<file path="src/rtl/benes_route_sched.sv">
// benes_route_sched: switch-config table and route-command sequencer for the R2M/M2R Benes networks
module benes_route_sched #(
   parameter int STAGE_NUM  = 9,
   parameter int SWITCH_NUM = 16,
   parameter int NUM_CFG    = 8,
   parameter int CFG_IDX_W  = 3,
   parameter int LEN_W      = 8,
   parameter int PIPE_LAT   = 3,
   localparam int STG_W     = $clog2(STAGE_NUM),
   localparam int SEL_W     = STAGE_NUM * SWITCH_NUM
) (
   input  logic                  clk,
   input  logic                  rst,
   input  logic                  cfg_we,
   input  logic [CFG_IDX_W-1:0]  cfg_idx,
   input  logic                  cfg_net,
   input  logic [STG_W-1:0]      cfg_stage,
   input  logic [SWITCH_NUM-1:0] cfg_wdata,
   input  logic                  cmd_valid,
   output logic                  cmd_ready,
   input  logic [CFG_IDX_W-1:0]  cmd_cfg,
   input  logic [LEN_W-1:0]      cmd_len,
   output logic [SEL_W-1:0]      o_module_select,
   output logic [SEL_W-1:0]      o_slot_select,
   output logic                  o_issue,
   output logic                  o_out_valid,
   output logic                  o_done,
   output logic                  o_err,
   output logic                  o_busy
);
   localparam int TAB_N = 2 ** CFG_IDX_W;
   localparam logic [1:0] S_IDLE = 2'd0, S_ISSUE = 2'd1, S_HOLD = 2'd2;

   logic [SEL_W-1:0]    r_tab_m [TAB_N];
   logic [SEL_W-1:0]    r_tab_s [TAB_N];
   logic [SEL_W-1:0]    r_msel, r_ssel;
   logic [1:0]          r_state, w_next;
   logic [LEN_W-1:0]    r_cnt;
   logic [PIPE_LAT-1:0] r_vld, r_lst;
   logic                r_err;
   logic                w_wr_ok, w_accept, w_cmd_ok, w_last;

   assign w_wr_ok  = cfg_we && (32'(cfg_stage) < STAGE_NUM) && (32'(cfg_idx) < NUM_CFG);
   assign w_accept = cmd_valid && cmd_ready;
   assign w_cmd_ok = (cmd_len != '0) && (32'(cmd_cfg) < NUM_CFG);
   assign w_last   = o_issue && (r_cnt == LEN_W'(1));

   // config table: one stage word per write, out-of-range stages dropped
   always_ff @(posedge clk or posedge rst) begin
      if (rst) begin
         for (int i = 0; i < TAB_N; i++) begin
            r_tab_m[i] <= '0;
            r_tab_s[i] <= '0;
         end
      end else if (w_wr_ok) begin
         if (cfg_net) r_tab_s[cfg_idx][32'(cfg_stage)*SWITCH_NUM +: SWITCH_NUM] <= cfg_wdata;
         else         r_tab_m[cfg_idx][32'(cfg_stage)*SWITCH_NUM +: SWITCH_NUM] <= cfg_wdata;
      end
   end

   // state register
   always_ff @(posedge clk or posedge rst) begin
      if (rst) r_state <= S_IDLE;
      else     r_state <= w_next;
   end

   // next state: accepted good command starts ISSUE, last beat moves to the single HOLD cycle
   always_comb begin
      w_next = w_accept ? (w_cmd_ok ? S_ISSUE : S_IDLE) :
               (r_state == S_ISSUE) ? (w_last ? S_HOLD : S_ISSUE) : S_IDLE;
   end

   // outputs decoded from state and registered datapath
   always_comb begin
      cmd_ready       = (r_state != S_ISSUE);
      o_issue         = (r_state == S_ISSUE);
      o_module_select = r_msel;
      o_slot_select   = r_ssel;
      o_out_valid     = r_vld[PIPE_LAT-1];
      o_done          = r_lst[PIPE_LAT-1];
      o_err           = r_err;
      o_busy          = (r_state != S_IDLE) || (|r_vld);
   end

   // selects copy the table only on accept; beat counter and interconnect-latency delay lines
   always_ff @(posedge clk or posedge rst) begin
      if (rst) begin
         r_msel <= '0;
         r_ssel <= '0;
         r_cnt  <= '0;
         r_vld  <= '0;
         r_lst  <= '0;
         r_err  <= 1'b0;
      end else begin
         if (w_accept && w_cmd_ok) begin
            r_msel <= r_tab_m[cmd_cfg];
            r_ssel <= r_tab_s[cmd_cfg];
            r_cnt  <= cmd_len;
         end else if (o_issue) begin
            r_cnt  <= r_cnt - LEN_W'(1);
         end
         r_err <= w_accept && !w_cmd_ok;
         r_vld <= {r_vld[PIPE_LAT-2:0], o_issue};
         r_lst <= {r_lst[PIPE_LAT-2:0], w_last};
      end
   end
endmodule

</file>
<file path="config.mk">
export PLATFORM = sky130hd
export DESIGN_NAME = benes_route_sched
export DESIGN_NICKNAME = d
export VERILOG_FILES = /design/src/rtl/benes_route_sched.sv
export SDC_FILE = /design/constraint.sdc
export NUM_CORES = 2
export LEC_CHECK = 0
export CORE_MARGIN = 5
export CORE_UTILIZATION = 31
export CTS_CLUSTER_SIZE = 24
export DETAILED_ROUTE_END_ITERATION = 8
export GPL_TIMING_DRIVEN = 0
export SYNTH_ARGS = -nofsm -noshare
export SYNTH_HDL_FRONTEND = slang
export SYNTH_SLANG_ARGS = --single-unit
</file>
<file path="constraint.sdc">
create_clock -name clk -period 87.9 [get_ports clk]
set_input_delay 17.58 -clock clk [delete_from_list [all_inputs] [get_ports clk]]
set_output_delay 17.58 -clock clk [all_outputs]
set_load 0.01 [all_outputs]
</file>
==> flow_summary.yaml <==
layout:
  final_cell_mix: "dfrtp_1 (2609), o21ai_0 (1540), mux2_2 (1170)"
  final_nets: 9361
  final_common_cell: "dfrtp_1"
  drive_gt1_frac: 0.274
  synthToLayoutAreaGrowth_pct: 18.2
  fillers: 34960
clocking:
  cts_setup_buffers: 0
  clock_latency_ps: 870
  clock-root-buffer: "clkbuf_16"
  htreeDepth: 5
  clock_path_buffers: 4
  cts_tree: "built"
  clock-sinks: 2609
  cts_resized: 0
  cts.clk_slew.worst_paths_ps: 60
  cts_hold_buf: 0
  cts_buffers: 284
sta:
  fin_crit_sh: 0.249
  drv_slew: 39
  finalSetupViolations: 0
  timing.fmax_mhz: 45.6
  period_needed_ps: 21930
  fin_setup_tns_ps: 0
  hold_viol: 0
  skew_ps: 66.3
  worstMarginPinSlew_ps: 1570
  rsz0062_at_grt: "false"
  max_slew_margin: -0.0473
route:
  ant_nets: 0
  avgRoutedWirePerCell_um: 25.5
  drt_wl_total_um: 367000
  vias_per_cell: 5.28
  drc: 0
  drt_iter0_drc: 6514
  routed-via-count: 75959
  first_pass_iters: 8
worst_setup_path:
  reg2reg_slack_ps: 83910
  endpoint_kind: "flip-flop"
  critPathKind: "in -> reg"
  worstPathRequired_ps: 88620
  crit_path_start: "cfg_stage[0]"
  r2r_start: "r_state[1]"
  worstSetupStartpointType: "input port"
  cp.arrival_ps: 22650
  path_max_fanout: 10
floorplan:
  die_h_um: 617
  ios: 333
  start_util: 0.311
  die_area_um2: 381000
  fp.dieW_um: 617
  core-area_um2: 368000
  rows: 223
global_routing:
  grt_pass1_wl_um: 546000
  first_global_vias: 80668
  antenna_found_initial: 28
  grt.overflow.total: 0
  grt_max_degree: 47
  grt.total_usage: 0.190
synth:
  synth_cells: 8630
  netlist-cell-type-count: 70
  ys_async_sr_fraction: 1.00
  syn_avg_cell_area_um2: 13.3
  yosysSeqAreaShare: 0.571
  syn_nets: 8673
  ys_ff_latch: 2609
  yosysWarnings: 0
  synth_ff_type: "dfrtp_1"
  netlist_area_um2: 114000
  synth_edf_count: 0
power_and_ir_drop:
  p_per_area_nw_per_um2: 19.2
  p_total_uw: 2600
  p_leak_uw: 0.0608
  ir_worst_vdd_uv: 14.9
place:
  gp_congestion: 0.867
  io_buffer_count: 311
  place_hpwl_um: 267000
hold_path:
  hp-start: "r_lst[1]"
  min_path_type: "reg -> reg"
outcome:
  outcome: "finished with violations"
  violations: "capacitance limit, slew limit"
job:
  cap_violations: 5
[flip-flops by register name, indices dropped and copies added (netlist names)]
signal / cells
r_tab_m: 1152
r_tab_s: 1152
o_module_select: 144
o_slot_select: 144
r_cnt: 8
r_lst: 3
r_vld: 3
r_state: 2
o_err: 1
[stage by stage]
stage | utilization | worst slack, ps | area (um^2) | hold WS (ps) | instances
finish | 0.367 | 65970 | 135000 | 361 | 14399
detailed placement | 0.341 | 65170 | 125000 | 340 | 13869
floorplan | - | 34040 | 114000 | 331 | 8630
global placement | 0.335 | 21410 | 124000 | 343 | 13778
CTS | 0.367 | 66090 | 135000 | 359 | 14366
global route | 0.367 | 65950 | 135000 | 373 | 14379
[path summary, 6_finish.rpt]
kind,to,depth (start not counted)
min in group asynchronous,r_tab_m[775],2
worst min-delay path,r_lst[2],0
worst min register to register,r_lst[2],0
worst max register to register,r_state[0],9
worst max-delay path,r_tab_s[72],12
max in group asynchronous,r_tab_m[977],13
[kinds of logic after synthesis]
group	count (synthesis)	synth area share
AO/OA/AOI/OAI	1632	0.0746
XOR/XNOR	4	0.000372
adder cells (fa/ha/maj)	4	0.000438
buffers and inverters	808	0.0288
flip-flops	2609	0.571
multiplexers	2144	0.268
AND/OR/NAND/NOR	1429	0.0570
[layer usage]
layer,GRT usage,share of wire,vias up
li1,-,-,32510
met3,0.0422,0.071,745
met1,0.237,0.39,40050
met2,0.303,0.47,2654
met5,0,0,-
met4,0.110,0.064,0
[cell usage after synthesis, types with 3 or more instances]
master / n / area (um^2)
mux2i_1: 288 / 2880
nand3_4: 18 / 315
a21oi_1: 5 / 25.0
o2111ai_1: 32 / 280
buf_1: 84 / 315
o211ai_1: 3 / 22.5
nand2b_1: 5 / 31.3
mux2_4: 100 / 1500
and3b_1: 4 / 35.0
nor4b_4: 7 / 166
nand3_1: 69 / 345
nor3b_1: 3 / 22.5
buf_6: 13 / 146
and4_1: 3 / 26.3
nor3_1: 10 / 50.1
buf_4: 3 / 22.5
and3_1: 8 / 50.1
and2_0: 18 / 113
o21ai_0: 1540 / 7710
ha_1: 4 / 50.1
a2111oi_4: 3 / 82.6
inv_1: 9 / 33.8
clkbuf_1: 590 / 2210
nand4_1: 48 / 300
nand2_1: 1114 / 4180
o31ai_1: 32 / 240
nand3_2: 6 / 60.1
dfrtp_1: 2609 / 65300
mux2_2: 1170 / 13200
buf_2: 108 / 541
nor2_1: 25 / 93.8
mux4_2: 576 / 13000
and2_1: 46 / 288
nor4_1: 3 / 18.8
nand2_2: 16 / 100
mux2_1: 10 / 113
[power by group]
group	switching, uW	internal [uW]
logic	105	38.6
clock network	497	745
registers	4.30	1210
total	606	1990
[worst max-delay path: stages]
cell,delay (ps)
clkdlybuf4s50_1,490
buf_2,220
inv_1,70
ha_1,130
buf_2,270
nand2b_4,70
buf_6,150
a21oi_2,710
clkbuf_1,910
nand4_1,1090
buf_2,580
mux2_2,320
[layout make-up]
cell class                 count  area [um^2]  area share
buffer                       799         3300      0.0244
multi-input combinational   5213        45800       0.339
sequential                  2609        65300       0.483
tap                         4837         6050      0.0448
clock inverter                90         1290     0.00954
inverter                       9         37.5    0.000278
clock buffer                 407         8360      0.0618
antenna                       33         82.6    0.000611
timing repair buffer         402         4990      0.0369
Power figures use the tool's default switching activity.
